**config.mk**
```make
export PLATFORM = sky130hd
export DESIGN_NAME = dmac_wr_arbiter_flat
export DESIGN_NICKNAME = d
export VERILOG_FILES = /design/src/rtl/dmac_pkg.sv /design/src/rtl/dmac_wr_arbiter_if.sv /design/src/rtl/dmac_rr_picker.sv /design/src/rtl/dmac_wr_arbiter.sv /design/src/flat_wrapper.sv
export SDC_FILE = /design/constraint.sdc
export NUM_CORES = 1
export LEC_CHECK = 0
export ABC_AREA = 1
export BUFFER_PORTS_ARGS = -buffer_cell sky130_fd_sc_hd__buf_4
export CAP_MARGIN = 0
export CORE_AREA = 4 4 170 172
export CTS_CLUSTER_SIZE = 8
export DETAILED_ROUTE_END_ITERATION = 16
export DIE_AREA = 0 0 174 176
export GPL_TIMING_DRIVEN = 1
export SYNTH_ARGS = -nofsm -noshare
export SYNTH_HDL_FRONTEND = slang
export SYNTH_HIERARCHICAL = 1
export SYNTH_SLANG_ARGS = --single-unit
export TNS_END_PERCENT = 20
```
**constraint.sdc**
```tcl
create_clock -name clk -period 2.8 [get_ports clk]
set_clock_uncertainty 0.2 [all_clocks]
set_input_delay 0.28 -clock clk [delete_from_list [all_inputs] [get_ports clk]]
set_output_delay 0.28 -clock clk [all_outputs]
set_load 0.05 [all_outputs]
```
**src/rtl/dmac_pkg.sv**
```systemverilog
// Shared DMA controller types: AXI AW fields, burst/size encodings and the
// round-robin winner select used by both the write and read arbiters.
package dmac_pkg;

  localparam int N_CH_MAX   = 8;
  localparam int IDX_W      = 3;
  localparam int AXI_ADDR_W = 32;

  typedef enum logic [1:0] {
    BURST_FIXED = 2'b00,
    BURST_INCR  = 2'b01,
    BURST_WRAP  = 2'b10,
    BURST_RSVD  = 2'b11
  } axi_burst_e;

  typedef enum logic [2:0] {
    SIZE_1B   = 3'd0,
    SIZE_2B   = 3'd1,
    SIZE_4B   = 3'd2,
    SIZE_8B   = 3'd3,
    SIZE_16B  = 3'd4,
    SIZE_32B  = 3'd5,
    SIZE_64B  = 3'd6,
    SIZE_128B = 3'd7
  } axi_size_e;

  typedef struct packed {
    logic [AXI_ADDR_W-1:0] addr;
    logic [3:0]            len;
    axi_size_e             size;
    axi_burst_e            burst;
  } axi_aw_t;

  // Scanning the full N_CH_MAX ring is equivalent to wrapping at N_CH because
  // request bits above N_CH-1 are always zero and ptr is always below N_CH.
  function automatic logic [IDX_W-1:0] rr_pick(input logic [N_CH_MAX-1:0] req,
                                               input logic [IDX_W-1:0]    ptr);
    logic [IDX_W-1:0] idx;
    logic [IDX_W-1:0] win;
    win = ptr;
    for (int i = N_CH_MAX - 1; i >= 0; i--) begin
      idx = ptr + IDX_W'(i);
      if (req[idx]) win = idx;
    end
    return win;
  endfunction

endpackage

```
**src/rtl/dmac_wr_arbiter_if.sv**
```systemverilog
// AXI3 write-path bundle (AW, W, B) between the write arbiter and the bus.
interface dmac_wr_arbiter_if #(
  parameter int ADDR_W = 32,
  parameter int DATA_W = 32,
  parameter int ID_W   = 4
);
  logic [ID_W-1:0]     awid_o;
  logic [ADDR_W-1:0]   awaddr_o;
  logic [3:0]          awlen_o;
  logic [2:0]          awsize_o;
  logic [1:0]          awburst_o;
  logic                awvalid_o;
  logic                awready_i;
  logic [ID_W-1:0]     wid_o;
  logic [DATA_W-1:0]   wdata_o;
  logic [DATA_W/8-1:0] wstrb_o;
  logic                wlast_o;
  logic                wvalid_o;
  logic                wready_i;
  logic [ID_W-1:0]     bid_i;
  logic [1:0]          bresp_i;
  logic                bvalid_i;
  logic                bready_o;

  modport master (
    output awid_o, awaddr_o, awlen_o, awsize_o, awburst_o, awvalid_o,
    input  awready_i,
    output wid_o, wdata_o, wstrb_o, wlast_o, wvalid_o,
    input  wready_i,
    input  bid_i, bresp_i, bvalid_i,
    output bready_o
  );

  modport slave (
    input  awid_o, awaddr_o, awlen_o, awsize_o, awburst_o, awvalid_o,
    output awready_i,
    input  wid_o, wdata_o, wstrb_o, wlast_o, wvalid_o,
    output wready_i,
    output bid_i, bresp_i, bvalid_i,
    input  bready_o
  );
endinterface

```
**src/rtl/dmac_rr_picker.sv**
```systemverilog
// Combinational round-robin winner select: first set request at or after ptr.
module dmac_rr_picker
  import dmac_pkg::*;
#(
  parameter int N_CH  = 4,
  parameter int PTR_W = (N_CH > 1) ? $clog2(N_CH) : 1
) (
  input  logic [N_CH-1:0]  req,
  input  logic [PTR_W-1:0] ptr,
  output logic             vld,
  output logic [PTR_W-1:0] grant
);

  logic [IDX_W-1:0] win;

  assign vld   = |req;
  assign win   = rr_pick(N_CH_MAX'(req), IDX_W'(ptr));
  assign grant = PTR_W'(win);

endmodule

```
**src/rtl/dmac_wr_arbiter.sv**
```systemverilog
// Round-robin arbiter sharing the AXI3 write path among N_CH DMA channel engines.
// Define DMAC_WR_ARB_FIXED_PRIO_EN for fixed priority (lowest channel index wins).
module dmac_wr_arbiter
  import dmac_pkg::*;
#(
  parameter int N_CH   = 4,
  parameter int ADDR_W = 32,
  parameter int DATA_W = 32,
  parameter int ID_W   = 4
) (
  input  logic                           clk,
  input  logic                           rst,
  input  logic [N_CH-1:0]                ch_awvalid_i,
  input  logic [N_CH-1:0][ADDR_W-1:0]    ch_awaddr_i,
  input  logic [N_CH-1:0][3:0]           ch_awlen_i,
  input  logic [N_CH-1:0][2:0]           ch_awsize_i,
  input  logic [N_CH-1:0][1:0]           ch_awburst_i,
  output logic [N_CH-1:0]                ch_awready_o,
  input  logic [N_CH-1:0]                ch_wvalid_i,
  input  logic [N_CH-1:0][DATA_W-1:0]    ch_wdata_i,
  input  logic [N_CH-1:0][DATA_W/8-1:0]  ch_wstrb_i,
  input  logic [N_CH-1:0]                ch_wlast_i,
  output logic [N_CH-1:0]                ch_wready_o,
  output logic [N_CH-1:0]                ch_bvalid_o,
  output logic [1:0]                     ch_bresp_o,
  input  logic [N_CH-1:0]                ch_bready_i,
  dmac_wr_arbiter_if.master              axi
);

  localparam int PTR_W = (N_CH > 1) ? $clog2(N_CH) : 1;

  typedef enum logic [1:0] {ST_IDLE, ST_AW, ST_W} state_e;

  state_e           state_q, state_d;
  logic [PTR_W-1:0] grant_q, grant_d;
  axi_aw_t          aw_q, aw_d;
  logic [PTR_W-1:0] pick_ptr;
  logic [PTR_W-1:0] pick;
  logic             pick_vld;
  logic             bid_in_range;

`ifdef DMAC_WR_ARB_FIXED_PRIO_EN
  assign pick_ptr = '0;
`else
  logic [PTR_W-1:0] rr_ptr_q, rr_ptr_d;

  assign pick_ptr = rr_ptr_q;

  always_comb begin
    rr_ptr_d = rr_ptr_q;
    if (state_q == ST_IDLE && pick_vld)
      rr_ptr_d = (pick == PTR_W'(N_CH - 1)) ? '0 : pick + PTR_W'(1);
  end

  always_ff @(posedge clk or posedge rst) begin
    if (rst) rr_ptr_q <= '0;
    else     rr_ptr_q <= rr_ptr_d;
  end
`endif

  dmac_rr_picker #(
    .N_CH  (N_CH),
    .PTR_W (PTR_W)
  ) u_picker (
    .req   (ch_awvalid_i),
    .ptr   (pick_ptr),
    .vld   (pick_vld),
    .grant (pick)
  );

  always_comb begin
    state_d = state_q;
    grant_d = grant_q;
    aw_d    = aw_q;
    case (state_q)
      ST_IDLE: begin
        if (pick_vld) begin
          grant_d    = pick;
          aw_d.addr  = AXI_ADDR_W'(ch_awaddr_i[pick]);
          aw_d.len   = ch_awlen_i[pick];
          aw_d.size  = axi_size_e'(ch_awsize_i[pick]);
          aw_d.burst = axi_burst_e'(ch_awburst_i[pick]);
          state_d    = ST_AW;
        end
      end
      ST_AW: begin
        if (axi.awready_i) state_d = ST_W;
      end
      ST_W: begin
        if (ch_wvalid_i[grant_q] && axi.wready_i && ch_wlast_i[grant_q]) state_d = ST_IDLE;
      end
      default: state_d = ST_IDLE;
    endcase
  end

  always_ff @(posedge clk or posedge rst) begin
    if (rst) begin
      state_q <= ST_IDLE;
      grant_q <= '0;
      aw_q    <= '0;
    end else begin
      state_q <= state_d;
      grant_q <= grant_d;
      aw_q    <= aw_d;
    end
  end

  assign axi.awid_o    = ID_W'(grant_q);
  assign axi.awaddr_o  = ADDR_W'(aw_q.addr);
  assign axi.awlen_o   = aw_q.len;
  assign axi.awsize_o  = aw_q.size;
  assign axi.awburst_o = aw_q.burst;
  assign axi.awvalid_o = (state_q == ST_AW);
  assign axi.wid_o     = ID_W'(grant_q);

  // W is locked to the granted channel; all other channels see no ready.
  always_comb begin
    ch_awready_o  = '0;
    ch_wready_o   = '0;
    axi.wvalid_o  = 1'b0;
    axi.wdata_o   = '0;
    axi.wstrb_o   = '0;
    axi.wlast_o   = 1'b0;
    if (state_q == ST_AW) ch_awready_o[grant_q] = axi.awready_i;
    if (state_q == ST_W) begin
      axi.wvalid_o         = ch_wvalid_i[grant_q];
      axi.wdata_o          = ch_wdata_i[grant_q];
      axi.wstrb_o          = ch_wstrb_i[grant_q];
      axi.wlast_o          = ch_wlast_i[grant_q];
      ch_wready_o[grant_q] = axi.wready_i;
    end
  end

  // Responses carrying an ID outside the channel range are absorbed.
  assign bid_in_range = (axi.bid_i < ID_W'(N_CH));
  assign ch_bresp_o   = axi.bresp_i;

  always_comb begin
    ch_bvalid_o  = '0;
    axi.bready_o = 1'b1;
    if (bid_in_range) begin
      ch_bvalid_o[PTR_W'(axi.bid_i)] = axi.bvalid_i;
      axi.bready_o                   = ch_bready_i[PTR_W'(axi.bid_i)];
    end
  end

endmodule

```
**src/flat_wrapper.sv**
```systemverilog
// flat-port wrapper written by rule: the top's interface ports become plain ports
module dmac_wr_arbiter_flat import dmac_pkg::*;
#(
  parameter int N_CH   = 4,
  parameter int ADDR_W = 32,
  parameter int DATA_W = 32,
  parameter int ID_W   = 4
)
  (clk, rst, ch_awvalid_i, ch_awaddr_i, ch_awlen_i, ch_awsize_i, ch_awburst_i, ch_awready_o, ch_wvalid_i, ch_wdata_i, ch_wstrb_i, ch_wlast_i, ch_wready_o, ch_bvalid_o, ch_bresp_o, ch_bready_i, axi_awid_o, axi_awaddr_o, axi_awlen_o, axi_awsize_o, axi_awburst_o, axi_awvalid_o, axi_awready_i, axi_wid_o, axi_wdata_o, axi_wstrb_o, axi_wlast_o, axi_wvalid_o, axi_wready_i, axi_bid_i, axi_bresp_i, axi_bvalid_i, axi_bready_o);
  dmac_wr_arbiter_if #(.ADDR_W(ADDR_W), .DATA_W(DATA_W), .ID_W(ID_W)) axi_i ();
  input  logic clk;
  input  logic rst;
  input  logic [N_CH-1:0] ch_awvalid_i;
  input  logic [N_CH-1:0][ADDR_W-1:0] ch_awaddr_i;
  input  logic [N_CH-1:0][3:0] ch_awlen_i;
  input  logic [N_CH-1:0][2:0] ch_awsize_i;
  input  logic [N_CH-1:0][1:0] ch_awburst_i;
  output logic [N_CH-1:0] ch_awready_o;
  input  logic [N_CH-1:0] ch_wvalid_i;
  input  logic [N_CH-1:0][DATA_W-1:0] ch_wdata_i;
  input  logic [N_CH-1:0][DATA_W/8-1:0] ch_wstrb_i;
  input  logic [N_CH-1:0] ch_wlast_i;
  output logic [N_CH-1:0] ch_wready_o;
  output logic [N_CH-1:0] ch_bvalid_o;
  output logic [1:0] ch_bresp_o;
  input  logic [N_CH-1:0] ch_bready_i;
  output wire logic [$bits(axi_i.awid_o)-1:0] axi_awid_o;
  output wire logic [$bits(axi_i.awaddr_o)-1:0] axi_awaddr_o;
  output wire logic [$bits(axi_i.awlen_o)-1:0] axi_awlen_o;
  output wire logic [$bits(axi_i.awsize_o)-1:0] axi_awsize_o;
  output wire logic [$bits(axi_i.awburst_o)-1:0] axi_awburst_o;
  output wire logic [$bits(axi_i.awvalid_o)-1:0] axi_awvalid_o;
  input wire logic [$bits(axi_i.awready_i)-1:0] axi_awready_i;
  output wire logic [$bits(axi_i.wid_o)-1:0] axi_wid_o;
  output wire logic [$bits(axi_i.wdata_o)-1:0] axi_wdata_o;
  output wire logic [$bits(axi_i.wstrb_o)-1:0] axi_wstrb_o;
  output wire logic [$bits(axi_i.wlast_o)-1:0] axi_wlast_o;
  output wire logic [$bits(axi_i.wvalid_o)-1:0] axi_wvalid_o;
  input wire logic [$bits(axi_i.wready_i)-1:0] axi_wready_i;
  input wire logic [$bits(axi_i.bid_i)-1:0] axi_bid_i;
  input wire logic [$bits(axi_i.bresp_i)-1:0] axi_bresp_i;
  input wire logic [$bits(axi_i.bvalid_i)-1:0] axi_bvalid_i;
  output wire logic [$bits(axi_i.bready_o)-1:0] axi_bready_o;
  assign axi_awid_o = axi_i.awid_o;
  assign axi_awaddr_o = axi_i.awaddr_o;
  assign axi_awlen_o = axi_i.awlen_o;
  assign axi_awsize_o = axi_i.awsize_o;
  assign axi_awburst_o = axi_i.awburst_o;
  assign axi_awvalid_o = axi_i.awvalid_o;
  assign axi_i.awready_i = axi_awready_i;
  assign axi_wid_o = axi_i.wid_o;
  assign axi_wdata_o = axi_i.wdata_o;
  assign axi_wstrb_o = axi_i.wstrb_o;
  assign axi_wlast_o = axi_i.wlast_o;
  assign axi_wvalid_o = axi_i.wvalid_o;
  assign axi_i.wready_i = axi_wready_i;
  assign axi_i.bid_i = axi_bid_i;
  assign axi_i.bresp_i = axi_bresp_i;
  assign axi_i.bvalid_i = axi_bvalid_i;
  assign axi_bready_o = axi_i.bready_o;
  dmac_wr_arbiter #(.N_CH(N_CH), .ADDR_W(ADDR_W), .DATA_W(DATA_W), .ID_W(ID_W)) u_core (.clk(clk), .rst(rst), .ch_awvalid_i(ch_awvalid_i), .ch_awaddr_i(ch_awaddr_i), .ch_awlen_i(ch_awlen_i), .ch_awsize_i(ch_awsize_i), .ch_awburst_i(ch_awburst_i), .ch_awready_o(ch_awready_o), .ch_wvalid_i(ch_wvalid_i), .ch_wdata_i(ch_wdata_i), .ch_wstrb_i(ch_wstrb_i), .ch_wlast_i(ch_wlast_i), .ch_wready_o(ch_wready_o), .ch_bvalid_o(ch_bvalid_o), .ch_bresp_o(ch_bresp_o), .ch_bready_i(ch_bready_i), .axi(axi_i));
endmodule
```
======== Word level (Yosys, flattened, before mapping) ========
Index checks and enable logic that the tools add are counted.
operators by class
  $add $sub $neg .......................... 8
  $lt $le $gt $ge ......................... 14
  eq/ne operators ......................... 6
  multiplexer cells ....................... 59
  bitwise logic cells ..................... 3
  reductions and logical operators ........ 9
operators by type and width
  kind                   count
  $bmux W32 S2           2
  $mux W32               3
  $lt A3 B4 Y1 const B   7
  $mux W2                13
  $mux W4                6
  $bmux W1 S3            7
  $bmux W4 S2            2
  $mux W1                16
  $add A2 B3 Y3 const B  4
  $and A4 B4 Y4          3
  $lt A2 B3 Y1 const B   3
  $bmux W1 S2            4
  $add A2 B2 Y3 const B  2
  $bmux W3 S2            1
  $ne A2 B1 Y1 const B   3
  $pmux W2 S3            1
  $logic_and A1 B1 Y1    5
  $bmux W2 S2            1
  $demux W1 S2           2
  $eq A2 B2 Y1 const B   2
  $ge A2 B1 Y1 const B   2
  $lt A2 B4 Y1 const B   1
  $lt A4 B3 Y1 const B   1
  $reduce_or A4 Y1       1
  7 further kinds        7
storage, ports and cells
  register bits ........................... 47
  bits of input ports ..................... 335
  output and inout bits ................... 103
  word-level logic and storage cells ...... 106

======== Longest topological paths before layout ========
Gate-level depths: netlist of the first run.
  depth in word-level cells ............... 13
  depth in mapped cells ................... 18
  mapped depth without buffers ............ 17

======== By module ========
Netlist of the first run, hierarchy kept.
modules (own cells, without submodules)
  module           instances  cells each  area an instance (µm²)  seq. area each (µm²)
  dmac_wr_arbiter  1          711         4640.7                  1176.1
  dmac_rr_picker   1          57          287.8                   0.0

======== Least setup slack after synthesis of the first run ========
No wires, ideal clock.
  path kind ............................... register to register
  start point ............................. register u_core.rr_ptr_q[0], in the netlist u_core/pick_ptr[0]
  end point ............................... register u_core.aw_q, in the netlist u_core/axi.awburst_o[0]
  arrival ................................. 2.317 ns
  setup slack ............................. 0.165 ns
  stages on the path, launching flop included .. 19
  cells stage by stage .................... dfrtp_1 > inv_2 > ha_1 > inv_1 > nand3_2 > nand2_2 > nor2_2 > or2_4 > nand3_2 > nand2_1 > nand2_1 > buf_6 > inv_4 > buf_8 > buf_6 > o21ai_1 > o22ai_1 > nand2_1 > nand2_1
on the way
  word-level cells in the longest chain between the ends .. 13
RTL lines
  element                          RTL line                text
  start, declared                  dmac_wr_arbiter.sv:45   logic [PTR_W-1:0] rr_ptr_q, rr_ptr_d;
  start signal, assigned           dmac_wr_arbiter.sv:57   else rr_ptr_q <= rr_ptr_d;
  $add A2 B3 Y3                    dmac_pkg.sv:42          idx = ptr + IDX_W'(i);
  $bmux W1 S3                      dmac_pkg.sv:43          if (req[idx]) win = idx;
  $mux W1 (not written as such)    dmac_pkg.sv:43
  $mux W2 (7 in series)            dmac_pkg.sv:43
  $mux W2 *                        dmac_pkg.sv:43
  via u_core.pick[0]               dmac_wr_arbiter.sv:38   logic [PTR_W-1:0] pick;
  $bmux W2 S2 *                    dmac_wr_arbiter.sv:82   aw_d.burst = axi_burst_e'(ch_awburst_i[pick]);
  $mux W2 (not written as such) *  dmac_wr_arbiter.sv:82
  end signal, assigned             dmac_wr_arbiter.sv:104  aw_q <= aw_d;
  end, declared                    dmac_wr_arbiter.sv:36   axi_aw_t aw_q, aw_d;
Mark *: on every way through the listed nets, which the timed path passes. The rest lies on a longest branch. The select of a mux whose other input is x is not followed.
A chain may end at the register's enable or synchronous reset.

======== Worst setup path in the final report of the first run ========
  start point ............................. register u_core.rr_ptr_q[1], in the netlist u_core/pick_ptr[1]
  end point ............................... register u_core.aw_q, in the netlist u_core/axi.awaddr_o[22]
on the way
  word-level cells in the longest chain between the ends .. 13
RTL lines
  element                           RTL line               text
  $add A2 B3 Y3                     dmac_pkg.sv:42
  $bmux W1 S3                       dmac_pkg.sv:43
  $mux W1 (not written as such)     dmac_pkg.sv:43
  $mux W2 (7 in series)             dmac_pkg.sv:43
  $mux W2 *                         dmac_pkg.sv:43
  via u_core.pick[0]                dmac_wr_arbiter.sv:38
  $bmux W32 S2 *                    dmac_wr_arbiter.sv:79  aw_d.addr = AXI_ADDR_W'(ch_awaddr_i[pick]);
  $mux W32 (not written as such) *  dmac_wr_arbiter.sv:79
Marks and branches as above.

==> results of run 1 <==
[final cells by class]
| type | instances | share of cell area [%] |
|---|---|---|
| clock buffers | 5 | 1.46 |
| clock inverters | 3 | 0.219 |
| multi-input cells | 623 | 37.0 |
| well taps | 346 | 5.05 |
| repair buffers | 454 | 41.6 |
| inverters | 20 | 0.949 |
| flip-flops and latches | 47 | 13.7 |
[cells by family (layout without fill, tap and decap cells)]
family / count (synthesis) / count (layout) / synth area share (%)
and+or+nand+nor: 445 / 445 / 38.9
AOI/OAI and AO/OA: 171 / 171 / 24.0
buffers and inverters: 101 / 482 / 12.4
DFF: 47 / 47 / 23.9
adders and majority gates: 3 / 3 / 0.762
other: 1 / 4 / 0.0761
[routing by layer]
metal  wire length [um]  track usage (%)  vias up
li1                   -                -     3427
met1              10100             17.7     3258
met2              13200             27.4      337
met3               2210             4.13       23
met4                416             3.60        0
met5                  0                0        -
[cell usage after synthesis, types with 4 or more instances]
cell type  count  share of area [%]
dfrtp_1       47                 24
nand2_1      183                 14
nor2_1        93                7.1
inv_2          8               0.61
buf_2         36                3.7
a41oi_1       18                3.2
nand3_1      154                 16
a41oi_2       18                5.9
o22ai_1       41                5.2
buf_4         12                1.8
inv_1         10               0.76
clkbuf_1      12               0.91
nor3_1         4               0.41
buf_6         17                3.9
o21ai_0       53                5.4
o21ai_1       35                3.6
[state kept, by name, indices dropped and copies added, names as in the netlist]
register              count
u_core/axi.awburst_o      2
u_core/state_q            2
u_core/axi.awsize_o       3
u_core/pick_ptr           2
u_core/grant_q            2
u_core/axi.awlen_o        4
u_core/axi.awaddr_o      32
[worst max-delay path, cell delays in order (launching register included)]
cell and delay (ps):
dfrtp_1 380, inv_1 100, ha_2 320, inv_2 100
nand3_2 80, nand2_2 70, nor2_2 50, or2_4 230
nand3_2 50, nand2_1 80, nand2_4 170, buf_12 180
o21ai_0 140, o22ai_1 240, nand2_1 90, nand2_1 80
[what timing repair did]
item                                   CTS  global route
setup endpoints to repair                0            42
endpoints found under the hold margin    1             0
gates resized for setup                  0             8
hold buffers                             1             0
setup buffers                            0             1
[power breakdown]
| part | switching [mW] | internal (mW) | total, mW | leakage, nW |
|---|---|---|---|---|
| Sequential | 0.232 | 1.06 | 1.29 | 0.577 |
| Clock | 0.282 | 0.332 | 0.614 | 0.0740 |
| Combinational | 6.71 | 3.53 | 10.2 | 3.51 |
[worst paths after layout]
check	from	endpoint	slack, ps	cells after the start
max	u_core/pick_ptr[1]$_DFFE_PP0P_	u_core/axi.awaddr_o[22]$_DFFE_PP0P_	180	15
min	rst	u_core/axi.awaddr_o[9]$_DFFE_PP0P_	30	2
max reg2reg	u_core/pick_ptr[1]$_DFFE_PP0P_	u_core/axi.awaddr_o[22]$_DFFE_PP0P_	180	15
min reg2reg	u_core/axi.awsize_o[0]$_DFFE_PP0P_	u_core/axi.awsize_o[0]$_DFFE_PP0P_	280	2
max in group asynchronous	rst	u_core/grant_q[1]$_DFFE_PP0P_	1670	2
min in group clk	axi_wready_i	u_core/state_q[1]$_DFFE_PP0P_	80	4
==> results.md, run 1 <==
- N_diodes: 0
- Core area: 27,500 sq um
- Tightest Hold Check Type: input port to async pin
- Most common cell after layout, fill and taps aside: buf_4
- TritonCTS buffer count: 5
- Root Buffer: clkbuf_16
- Post-layout util: 31.2%
- CP Launch Type: flop
- Die area: 30,600 sq um
- Later-pin clock latency in the skew report: 290 ps
- Most frequent cells in the layout: 440 x buf_4, 182 x nand2_1, 153 x nand3_1
- Maximum Capacitance Violations: 0
- Final nets: 1,489
- Type of the worst setup path: flop to flop
- Hold_ws: 26.8 ps
- Routability cong.: 0.829
- Crit Path Max Fanout: 24
- CP Capture Type: flop
- Clk buf depth: 2
- Fmax: 381 MHz
- Top Ports: 438
- Residual DRC count: 0
- GR Overflow Total: 0
- Post-synth EDFFs: 0
- Final Hold Viols: 0
- Worst EP required: 2830 ps
- Tcrit/Tclk final: 93.7%
- Leakage: 4.16 nW
- Outcome: finished clean
- Syn_area_per_cell: 6.42 sq um
- Drt via density: 4.70
- Avg WL per Cell: 17.3 um
- Pre-Repair DR Iteration Count: 4
- Layout cell share with drive strength beyond 1: 43.9%
- Synth Flop Type: dfrtp_1
- Layout area overhead: 73.9%
- Initial Utilization: 17.9%
- Largest net degree at the start of global routing: between 80 and 90
- Worst-path clk slew: 70 ps
- Site Rows: 61
- Endpoints failing setup: 0
- Filler cell count: 3,036
- Synthesized area: roughly 4900 sq um
- Final WS setup: 177 ps
- Dpl ws: 65.9 ps
- Register area share after synthesis: 23.9%
- Worst supply voltage drop on vdd: between 0.7 and 0.8 mV
- Die H: between 150 and 200 um
- Max-slew headroom: 31.9%
- Cells after synthesis: between 700 and 800
- WL final: 25.9 mm
- Final min period: roughly 2600 ps
- TritonCTS clock tree: done
- Port Buffers: 429
- First-pass GRT wire length: 37.6 mm
- Overall power: around 12 mW
- Yosys warnings: 6
- Layout Cells excl Fill: 1,498
- Reg area: between 1000 and 1500 sq um
- Detailed-route via count: just over 7,000
- CTS sink cnt: 47
- ANT nets after route: 0
- Global Route Usage Sum: 15.1%
- Placed cell count: about 1,500
- P per Cell Area: 1420 nW/um^2
- Worst Tran Pin Value: 1020 ps
- Vias in the first global route: 6,854
- Area of the multi-input gates: 3170 sq um
- Initial antenna violation count: 0
- Number of library cell types mapped by synthesis: 33
- Ys async rst share: 100%
- DPL Wire Length: approximately 20 mm
- Area post-placement: 8330 sq um
- Detailed Route Iter0 Violations: roughly 300
- Data arrival, critical path: 2650 ps
- Yosys reg bits: 47
- Die width: 174 um
- CTS H-tree lvls: 2
- Unrepaired setup endpoints after global routing: false
- Setup TNS: 0 ps
- Post-route cell area: roughly 8600 sq um
- Max Slew Vio Count: 0
No activity file was read; power rests on OpenSTA's default activity.
==> run 2: changes to the inputs <==
REMOVE_ABC_BUFFERS = 1   (was default)
==> results.md, run 2 (synthesized netlist as in run 1, its figures left out) <==
- Top Ports: between 400 and 500
- Port Buffers: 429
- Avg WL per Cell: 17.9 um
- P per Cell Area: 1430 nW/um^2
- N_diodes: 0
- Worst hold path cell count: 4
- Area post-placement: 8350 sq um
- Worst supply voltage drop on vdd: approximately 0.9 mV
- Die width: 174 um
- Leakage: 4.18 nW
- Placed cell count: 1,489
- Reg area: ~1200 sq um
- Unrepaired setup endpoints after global routing: false
- Worst R2R End: u_core/axi.awsize_o[1]$_DFFE_PP0P_
- Worst EP required: 2780 ps
- Die area: between 30,000 and 40,000 sq um
- Overall power: around 12 mW
- Worst-path clk slew: 70 ps
- Final nets: around 1,500
- Most common cell after layout, fill and taps aside: buf_4
- Hold_ws: 95.7 ps
- First-pass GRT wire length: 39.1 mm
- TritonCTS clock tree: done
- Global Route Usage Sum: 15.8%
- DPL Wire Length: 21.1 mm
- CTS H-tree lvls: 2
- WL final: 26.8 mm
- Filler cell count: ~3,000
- R2R cell count: 16
- Layout cell share with drive strength beyond 1: 44.0%
- Final WS setup: 257 ps
- Later-pin clock latency in the skew report: 290 ps
- Final Hold Viols: 0
- CP Launch Type: flop
- Final min period: 2540 ps
- Routability cong.: 0.810
- Initial Utilization: 17.9%
- Site Rows: 61
- Maximum Capacitance Violations: 0
- TritonCTS buffer count: 5
- Fmax: 393 MHz
- Worst Hold Path EP: u_core/state_q[1]$_DFFE_PP0P_
- Die H: 176 um
- GR Overflow Total: 0
- Post-CTS setup buffers: 0
- Data arrival, critical path: 2520 ps
- Type of the worst setup path: flop to flop
- R2R setup slack: 260 ps
- Drt via density: roughly 4.8
- Root Buffer: clkbuf_16
- CTS sink cnt: 47
- Tightest Hold Check Type: input port to flop
- Largest net degree at the start of global routing: between 80 and 90
- Post-layout util: 31.3%
- Min-delay src: axi_wready_i
- Layout Cells excl Fill: 1,501
- Detailed Route Iter0 Violations: 349
- Detailed-route via count: about 7,200
- Worst Tran Pin Value: 920 ps
- Outcome: finished clean
- Layout area overhead: 74.7%
- Max-slew headroom: 38.7%
- Vias in the first global route: 7,055
- Tcrit/Tclk final: 90.8%
- Pre-Repair DR Iteration Count: 7
- Max FFs per register: 32
- Setup TNS: 0 ps
- Crit Reg-Reg Startpoint: u_core/pick_ptr[1]$_DFFE_PP0P_
- Crit Path Max Fanout: 25
- Area of the multi-input gates: between 3000 and 4000 sq um
- Clk buf depth: 2
- Post-route cell area: 8610 sq um
- CP Capture Type: flop
- Residual DRC count: 0
- ANT nets after route: 0
- Most frequent cells in the layout: 443 x buf_4, 181 x nand2_1, 153 x nand3_1
- Initial antenna violation count: 1
- Max Slew Vio Count: 0
- Core area: approximately 27,000 sq um
- Endpoints failing setup: 0
- Dpl ws: 113 ps
-- run 2: critical path, stage by stage, from the launching register on --
cell	delay [ps]
dfrtp_1	380
inv_1	90
ha_1	290
inv_2	110
nand3_2	80
nand2_2	70
nor2_2	50
or2_4	230
nand3_2	50
nand2_1	80
nand2_4	150
inv_6	80
buf_16	160
o21ai_0	180
o22ai_1	90
nand2_1	60
nand2_1	70
-- run 2: how the worst max path moves through the flow --
stage / start / end / slack, ps / depth (start not counted)
after floorplan: u_core/grant_q[0]$_DFFE_PP0P_ / axi_wdata_o[0] / -2060 / 3
final: u_core/pick_ptr[1]$_DFFE_PP0P_ / u_core/axi.awsize_o[1]$_DFFE_PP0P_ / 260 / 16
after global placement: u_core/pick_ptr[0]$_DFFE_PP0P_ / u_core/axi.awaddr_o[12]$_DFFE_PP0P_ / 190 / 15
after CTS: u_core/pick_ptr[1]$_DFFE_PP0P_ / u_core/axi.awsize_o[0]$_DFFE_PP0P_ / 100 / 18
after detailed placement: u_core/pick_ptr[1]$_DFFE_PP0P_ / u_core/axi.awsize_o[0]$_DFFE_PP0P_ / 110 / 18
after global routing: u_core/pick_ptr[1]$_DFFE_PP0P_ / u_core/axi.awsize_o[0]$_DFFE_PP0P_ / 4 / 16
-- run 2: timing repair --
action	CTS	global route
endpoints found under the setup margin	0	42
resized for setup	0	10
hold buffers	2	0
hold endpoints to repair	11	0
-- run 2: final cells by class --
class	count	area share [%]
inverters	20	0.944
well taps	346	5.03
clock buffers	6	1.61
multi-input cells	623	36.9
repair buffers	457	41.6
clock inverters	2	0.189
flip-flops and latches	47	13.7
-- run 2: where the power goes --
group          switching (mW)  total [mW]  internal, mW
Combinational            6.78        10.3          3.55
Sequential              0.247        1.30          1.05
Clock                   0.280       0.637         0.358
-- run 2: per-layer routing --
layer	vias up	part of all wire [%]	wire length (um)	GRT usage [%]
met5	-	0.026	7	0
met1	3338	40	10700	18.9
met2	381	50	13400	28.7
li1	3441	-	-	-
met4	2	1.0	275	2.80
met3	16	9.2	2470	4.39
